$ cat src/rtl/ber_test_sequencer.sv
// BER test sequencer: flushes and warms up the PRBS/DFE chain, then measures bit and
// error deltas from the checker's cumulative counters until done, error limit, timeout or abort.
module ber_test_sequencer #(
  parameter int unsigned FLUSH_CYCLES   = 4,
  parameter int unsigned WARMUP_CYCLES  = 8,
  parameter int unsigned TIMEOUT_CYCLES = 65536
) (
  input  logic        clk_i,
  input  logic        rstn_i,
  input  logic        start_i,
  input  logic        abort_i,
  input  logic [31:0] meas_bits_i,
  input  logic [31:0] err_limit_i,
  input  logic [31:0] total_bits_i,
  input  logic [31:0] total_bit_errors_i,
  output logic        chain_rstn_o,
  output logic        chain_en_o,
  output logic        busy_o,
  output logic        done_o,
  output logic [31:0] result_bits_o,
  output logic [31:0] result_errors_o,
  output logic        result_valid_o,
  output logic [1:0]  status_o
);

  typedef enum logic [2:0] {
    S_IDLE,
    S_FLUSH,
    S_WARMUP,
    S_MEASURE,
    S_DONE
  } state_t;

  localparam logic [1:0] ST_OK      = 2'b00;
  localparam logic [1:0] ST_EARLY   = 2'b01;
  localparam logic [1:0] ST_TIMEOUT = 2'b10;
  localparam logic [1:0] ST_ABORT   = 2'b11;

  localparam logic [31:0] FLUSH_LAST   = 32'(FLUSH_CYCLES - 1);
  localparam logic [31:0] WARMUP_LAST  = 32'(WARMUP_CYCLES - 1);
  localparam logic [31:0] TIMEOUT_LAST = 32'(TIMEOUT_CYCLES - 1);

  state_t      state_q, state_d;
  logic [31:0] cnt_q, cnt_d;
  logic [31:0] meas_q, meas_d;
  logic [31:0] lim_q, lim_d;
  logic [31:0] base_bits_q, base_bits_d;
  logic [31:0] base_err_q, base_err_d;
  logic [31:0] res_bits_q, res_bits_d;
  logic [31:0] res_err_q, res_err_d;
  logic        valid_q, valid_d;
  logic [1:0]  status_q, status_d;
  logic        chain_rstn_q, chain_rstn_d;
  logic        chain_en_q, chain_en_d;
  logic        busy_q, busy_d;
  logic        done_q, done_d;
  logic [31:0] d_bits, d_err;
  logic        stop;

  // Modulo-2^32 deltas tolerate wrap of the checker's free-running counters.
  assign d_bits = total_bits_i - base_bits_q;
  assign d_err  = total_bit_errors_i - base_err_q;

  always_comb begin
    state_d     = state_q;
    cnt_d       = cnt_q;
    meas_d      = meas_q;
    lim_d       = lim_q;
    base_bits_d = base_bits_q;
    base_err_d  = base_err_q;
    res_bits_d  = res_bits_q;
    res_err_d   = res_err_q;
    valid_d     = valid_q;
    status_d    = status_q;
    stop        = 1'b0;

    case (state_q)
      S_IDLE: begin
        if (start_i && !abort_i) begin
          state_d = S_FLUSH;
          cnt_d   = '0;
          meas_d  = meas_bits_i;
          lim_d   = err_limit_i;
          valid_d = 1'b0;
        end
      end
      S_FLUSH: begin
        if (abort_i) begin
          stop = 1'b1;
        end else if (cnt_q == FLUSH_LAST) begin
          state_d = S_WARMUP;
          cnt_d   = '0;
        end else begin
          cnt_d = cnt_q + 32'd1;
        end
      end
      S_WARMUP: begin
        if (abort_i) begin
          stop = 1'b1;
        end else if (cnt_q == WARMUP_LAST) begin
          state_d     = S_MEASURE;
          cnt_d       = '0;
          base_bits_d = total_bits_i;
          base_err_d  = total_bit_errors_i;
        end else begin
          cnt_d = cnt_q + 32'd1;
        end
      end
      S_MEASURE: begin
        if (abort_i) begin
          stop = 1'b1;
        end else begin
          state_d    = S_DONE;
          res_bits_d = d_bits;
          res_err_d  = d_err;
          valid_d    = 1'b1;
          // Bit-count completion outranks the error limit when both hit together.
          if (d_bits >= meas_q) begin
            status_d = ST_OK;
          end else if ((lim_q != '0) && (d_err >= lim_q)) begin
            status_d = ST_EARLY;
          end else if (cnt_q == TIMEOUT_LAST) begin
            status_d = ST_TIMEOUT;
          end else begin
            state_d    = S_MEASURE;
            res_bits_d = res_bits_q;
            res_err_d  = res_err_q;
            valid_d    = valid_q;
            cnt_d      = cnt_q + 32'd1;
          end
        end
      end
      S_DONE: state_d = S_IDLE;
      default: state_d = S_IDLE;
    endcase

    if (stop) begin
      state_d  = S_IDLE;
      status_d = ST_ABORT;
      valid_d  = 1'b0;
    end

    chain_rstn_d = (state_d != S_FLUSH);
    chain_en_d   = (state_d == S_WARMUP) || (state_d == S_MEASURE);
    busy_d       = (state_d != S_IDLE);
    done_d       = (state_d == S_DONE);
  end

  always_ff @(posedge clk_i or negedge rstn_i) begin
    if (!rstn_i) begin
      state_q      <= S_IDLE;
      cnt_q        <= '0;
      meas_q       <= '0;
      lim_q        <= '0;
      base_bits_q  <= '0;
      base_err_q   <= '0;
      res_bits_q   <= '0;
      res_err_q    <= '0;
      valid_q      <= 1'b0;
      status_q     <= ST_OK;
      chain_rstn_q <= 1'b1;
      chain_en_q   <= 1'b0;
      busy_q       <= 1'b0;
      done_q       <= 1'b0;
    end else begin
      state_q      <= state_d;
      cnt_q        <= cnt_d;
      meas_q       <= meas_d;
      lim_q        <= lim_d;
      base_bits_q  <= base_bits_d;
      base_err_q   <= base_err_d;
      res_bits_q   <= res_bits_d;
      res_err_q    <= res_err_d;
      valid_q      <= valid_d;
      status_q     <= status_d;
      chain_rstn_q <= chain_rstn_d;
      chain_en_q   <= chain_en_d;
      busy_q       <= busy_d;
      done_q       <= done_d;
    end
  end

  // The chain follows our own reset while it is asserted and is released with it.
  assign chain_rstn_o    = chain_rstn_q & rstn_i;
  assign chain_en_o      = chain_en_q;
  assign busy_o          = busy_q;
  assign done_o          = done_q;
  assign result_bits_o   = res_bits_q;
  assign result_errors_o = res_err_q;
  assign result_valid_o  = valid_q;
  assign status_o        = status_q;

endmodule

$ cat config.mk
export PLATFORM = sky130hd
export DESIGN_NAME = ber_test_sequencer
export DESIGN_NICKNAME = d
export VERILOG_FILES = /design/src/rtl/ber_test_sequencer.sv
export SDC_FILE = /design/constraint.sdc
export NUM_CORES = 1
export LEC_CHECK = 0
export BUFFER_PORTS_ARGS = -buffer_cell sky130_fd_sc_hd__buf_2
export CAP_MARGIN = 15
export CORE_AREA = 8 8 211 213
export CTS_CLUSTER_SIZE = 30
export DETAILED_ROUTE_END_ITERATION = 10
export DIE_AREA = 0 0 219 221
export GPL_TIMING_DRIVEN = 1
export RECOVER_POWER = 25
export SYNTH_ARGS = -nofsm -noshare
export SYNTH_HDL_FRONTEND = slang
export SYNTH_SLANG_ARGS = --single-unit
$ cat constraint.sdc
create_clock -name clk_i -period 7 [get_ports clk_i]
set_input_delay 1.4 -clock clk_i [delete_from_list [all_inputs] [get_ports clk_i]]
set_output_delay 1.4 -clock clk_i [all_outputs]
set_load 0.005 [all_outputs]
* After elaboration in Yosys (flattened, before gate mapping)
Index checks and enable logic that the tools add are counted.
** Cells by class
- Eq/ne operators :: 21
- $add $sub $neg :: 3
- Bitwise logic cells :: 2
- Muxes and demuxes :: 42
- Reductions and logical operators :: 19
- Magnitude comparators :: 2
** Operators by type and width (number)
- $mux 32 :: 15
- $pmux 32 s4 :: 1
- $ge 32x32->1 :: 2
- $sub 32x32->32 :: 2
- $add 32x1->32 const B :: 1
- $eq 32x16->1 const B :: 1
- $eq 32x2->1 const B :: 1
- $eq 32x3->1 const B :: 1
- $reduce_bool 32->1 :: 1
- $mux 3 :: 10
- $ne 2x2->1 const B :: 7
- $eq 3x2->1 const B :: 4
- $mux 2 :: 6
- $pmux 3 s4 :: 1
- $reduce_and 3->1 :: 3
- $reduce_bool 3->1 :: 3
- $mux 1 :: 8
- $reduce_and 8->1 :: 1
- $reduce_bool 4->1 :: 2
- $ne 3x3->1 const B :: 2
- $ne 5x5->1 const B :: 1
- $reduce_and 4->1 :: 1
- $eq 3x1->1 const B :: 1
- $eq 3x3->1 const B :: 1
- 12 further kinds :: 13
** Word-level totals
- Flip-flop bits (word level) :: 234
- Word-level logic and storage cells :: 103
- Output and inout bits :: 71

* Longest topological paths before layout
- Depth after elaboration :: 10
- Gate-level depth with buffers :: 24
- Depth with buffers taken out :: 22

* Worst setup path after synthesis
Ideal clock, no wire load.
- Path type :: input-to-reg
- Start :: input total_bits_i[5]
- End :: register res_bits_q[10] (netlist: result_bits_o[10])
- Data required time :: 6.875 ns
- Stages :: 22
- Setup slack :: 0.882 ns
- Setup time :: 0.125 ns
- Data arrival time :: 5.994 ns
- Path buffers :: 2
- Path through :: ha_1 > o21ai_1 > a21o_1 > a311oi_1 > o211ai_1 > o2111a_1 > o31a_1 > a311o_1 > a21oi_1 > nor2_1 > ha_1 > nand4_1 > nor4_1 > nand3_1 > a21oi_1 > a21oi_1 > and2_1 > clkbuf_1 > a211o_1 > clkinv_1 > buf_2 > mux2_2
** Between the ends
- Word-level cells in the longest chain between the ends :: 4
- Elaborated cells between the ends (all ways) :: 7
- Classes of those cells :: 1 x add/sub; 1 x order compare; 3 x mux; 2 x reduce/logical
** RTL lines
- start: declaration :: line 14 : input logic [31:0] total_bits_i,
- $sub 32x32->32 * :: line 61 : assign d_bits = total_bits_i - base_bits_q;
- net d_bits[31] :: line 57 : logic [31:0] d_bits, d_err;
- $ge 32x32->1 * :: line 118 : if (d_bits >= meas_q) begin
- $reduce_bool 3->1 (no line)
- $reduce_and 3->1 (no line)
- end signal: assignment :: line 172 : res_bits_q <= res_bits_d;
- end: declaration :: line 49 : logic [31:0] res_bits_q, res_bits_d;
The timed path passes the listed nets; every way through them passes the cells marked *. The select of a mux whose other input is x is not followed.
A chain may end at the register's enable or synchronous reset.

* Worst setup path after layout
- Start :: input total_bits_i[0]
- End :: register res_err_q[24] (netlist: result_errors_o[24])
** Between the ends
- Word-level cells in the longest chain between the ends :: 4
- Elaborated cells between the ends (all ways) :: 5
- Classes of those cells :: 1 x add/sub; 1 x order compare; 1 x mux; 2 x reduce/logical
** RTL lines
- $sub 32x32->32 * :: line 61
- net d_bits[30] :: line 57
- $ge 32x32->1 * :: line 118
- $reduce_bool 3->1 (no line)
- $reduce_and 3->1 (no line)
- end signal: assignment :: line 173 : res_err_q <= res_err_d;
- end: declaration :: line 50 : logic [31:0] res_err_q, res_err_d;
The timed path passes the listed nets; every way through them passes the cells marked *.

==> impl_metrics.json <==
{
  "netlist_instances": 1490,
  "post-route-period-util_pct": 90.92,
  "hold_slack_ns": 0.4668,
  "place.gp.congestion": 0.8580,
  "violations": "capacitance limit, slew limit",
  "async_flop_share_pct": 100.0,
  "placed_cells": 2197,
  "dr.pass1.iters": 5,
  "clock.fmax_ghz": 0.1571,
  "grt_overflow": 0,
  "crit_fanout": 29,
  "cts_buffers": 28,
  "setup_viol": 0,
  "synth.area.top_cells": "dfrtp_1 41%, ha_1 11%, mux2_2 9.4%",
  "fin_tns_setup_ns": 0,
  "core_area_um2": 41290,
  "hold_viol": 0,
  "outcome": "finished with violations",
  "cp.required_ns": 7.42,
  "vias": 11470,
  "grtUsageTotal_pct": 16.04,
  "cts.path.max_buffers": 3,
  "power.leakage_nw": 8.403,
  "endpoint_kind": "flip-flop",
  "area_growth_pct": 19.19,
  "ant_nets": 0,
  "clkTransAtPathRegs_ns": 0.06,
  "io_pins": 203,
  "numPortBuffers": 202,
  "antenna_found_initial": 2,
  "final-seq-area_um2": 5857,
  "synth_top_area_share_pct": 40.94,
  "h-tree-depth": 1,
  "cp.arrival_ns": 6.78,
  "grt_max_degree": 141,
  "worstSetupStartpointType": "input pin",
  "crit_path_cell_trace": "buf_2 > inv_1 > ha_1 > fa_1 > nor2b_1 > o211ai_1 > a211oi_1 > o21ai_0 > o2111ai_1 > nand2_1 > o2111ai_1 > xnor2_1 > ha_1 > nand4_1 > nor4_1 > buf_4 > nand3_1 > a21oi_1 > a21oi_1 > and2_1 > a211o_1 > inv_2 > buf_12 > mux2_2",
  "slowest_delay_ns": 0.45,
  "fillCellCount": 4051,
  "drive_gt1_share_pct": 23.63,
  "routed_wl_um": 39660,
  "slew_violations": 177,
  "tritoncts": "yes",
  "critical_path_class": "in2reg",
  "via_per_inst": 5.097,
  "die-area_um2": 48400,
  "ctsHoldBuffers": 0,
  "skew_ns": 0.03285,
  "syn-num-nets": 1751,
  "synth_edf_count": 0,
  "yosys_most_used_dff": "dfrtp_1",
  "yosysSeqAreaShare_pct": 41.12,
  "root_buffer": "clkbuf_16",
  "synth-seq-cells": 234,
  "synth.distinct_cells": 64,
  "insertion_delay_ns": 0.57,
  "drc": 0,
  "fin_nets": 1949,
  "syn_avg_cell_area_um2": 9.559,
  "slew_headroom_pct": -140.4,
  "tightest_slew_ns": 3.606,
  "yosysWarnings": 0,
  "die_y_um": 221,
  "drt_iter0_markers": 575,
  "synth_area_um2": 14240,
  "cp_slowest_cell": "a211oi_1",
  "grt_pass1_wl_um": 63340,
  "multiInputGateArea_um2": 7635,
  "fin_crit_ns": 6.364,
  "maxCapViolCount": 2,
  "die_x_um": 219,
  "cts_setup_buffers": 0,
  "cellPowerDensity_nw_per_um2": 250.4,
  "netlist.top_cell.by_area": "dfrtp_1",
  "worst_ir_drop_vdd_v": 0.0002128,
  "hp-class": "reg2reg",
  "cts.sinks": 234,
  "final-instance-count-excl-fill": 2250,
  "placementRows": 75,
  "cts_resized": 0,
  "hpwlAfterDp_um": 30230,
  "grt_pass1_vias": 11460,
  "start_util_pct": 34.49,
  "rsz0062_at_grt": "no",
  "fin_util_pct": 41.11,
  "avgRoutedWirePerCell_um": 17.63
}
cell usage in the layout (no fill, tap or decap), types with 14 or more instances in the layout:
cell type / netlist / layout
nand2b_1: 16 / 16
nand4_1: 18 / 18
inv_1: 152 / 152
nand3_1: 35 / 34
nor2_1: 65 / 65
and3_1: 14 / 14
o31ai_1: 50 / 49
dfrtp_1: 233 / 233
mux2_2: 119 / 119
a31oi_1: 17 / 17
ha_1: 127 / 127
xnor2_1: 39 / 39
a21o_1: 25 / 25
nor4_1: 16 / 16
o21ai_0: 119 / 118
xor2_1: 17 / 17
buf_2: 8 / 201
clkbuf_16: 0 / 28
a21oi_1: 87 / 87
nand2_1: 148 / 148
kinds of logic after synthesis:
logic type,after synthesis,share of synthesized area [%]
flops,234,41.12
xor+xnor,56,3.444
simple gates,369,12.47
fa+ha+maj,129,11.44
mux,119,9.409
compound gates,379,16.62
buf+inv,204,5.499
cell usage after synthesis (8+ instances only):
library cell	n
buf_2	8
o21ai_0	119
o31ai_1	50
nor2b_1	8
a21oi_1	87
nand3_1	35
mux2_2	119
dfrtp_1	233
xor2_1	17
o21a_1	12
xnor2_1	39
a31oi_1	17
ha_1	127
nor3_1	13
nand4_1	18
a21o_1	25
clkbuf_1	42
nor4_1	16
inv_1	152
nor2_1	65
nand2b_1	16
and3_1	14
nand2_1	148
and2_1	9
o211ai_1	8
worst max-delay path: cells and delay by family:
kind                     cells  cell delay [ns]
adder cells (fa/ha/maj)      3             0.96
XOR/XNOR                     1             0.15
AO/OA/AOI/OAI                8             2.17
AND/OR/NAND/NOR              6             1.08
buffers and inverters        5             0.64
multiplexers                 1             0.36
routing by layer:
| layer | global-route usage [%] | part of all wire, % | vias to the layer above | wire length [µm] |
|---|---|---|---|---|
| met2 | 26.50 | 47 | 246 | 18670 |
| met1 | 21.35 | 46 | 5484 | 18080 |
| met5 | 0 | 0.033 | - | 13 |
| li1 | - | - | 5687 | - |
| met3 | 2.974 | 5.2 | 49 | 2070 |
| met4 | 4.026 | 2.1 | 2 | 829 |
path summary, 6_finish.rpt:
| kind | start | end | depth (start not counted) | slack, ns |
|---|---|---|---|---|
| max | total_bits_i[0] | result_errors_o[24] | 24 | 0.64 |
| min | result_errors_o[9] | result_errors_o[9] | 2 | 0.47 |
| max reg2reg | base_bits_q[0] | result_errors_o[24] | 22 | 1.23 |
| min reg2reg | result_errors_o[9] | result_errors_o[9] | 2 | 0.47 |
| max in group asynchronous | rstn_i | base_bits_q[8] | 2 | 2.14 |
| min in group asynchronous | rstn_i | base_bits_q[26] | 1 | 0.85 |
power breakdown:
| part | switching (W) | total (W) | internal [W] |
|---|---|---|---|
| Combinational | 0.000508 | 0.000921 | 0.000414 |
| Clock | 0.000613 | 0.00166 | 0.00105 |
| Sequential | 0.000142 | 0.00167 | 0.00153 |
| Total | 0.00126 | 0.00425 | 0.00299 |
final cells by class:
| cell class | count | area share [%] |
|---|---|---|
| multi-input combinational | 1052 | 44.98 |
| sequential | 234 | 34.50 |
| timing repair buffer | 219 | 6.877 |
| clock buffer | 35 | 4.577 |
| tap | 539 | 3.973 |
| inverter | 153 | 3.383 |
| clock inverter | 17 | 1.695 |
| antenna | 1 | 0.01474 |
state kept, by name, summed over array words and instances (netlist names):
register	flops
chain_en_o	1
status_o	2
result_valid_o	1
busy_o	1
cnt_q	32
chain_rstn_q	1
state_q	3
result_bits_o	32
base_bits_q	32
base_err_q	32
meas_q	32
done_o	1
lim_q	32
result_errors_o	32
metrics by stage:
stage	worst slack, ns	instance area, µm²	power, W
after CTS	0.4120	16990	0.004315
after detailed placement	-0.1564	15920	0.002619
after global routing	0.1112	16970	0.004507
after floorplan	0.8816	14240	0.002264
final	0.6358	16980	0.004250
after global placement	-0.02180	15920	0.002590
Note: power is estimated with default switching activity, not from simulation.
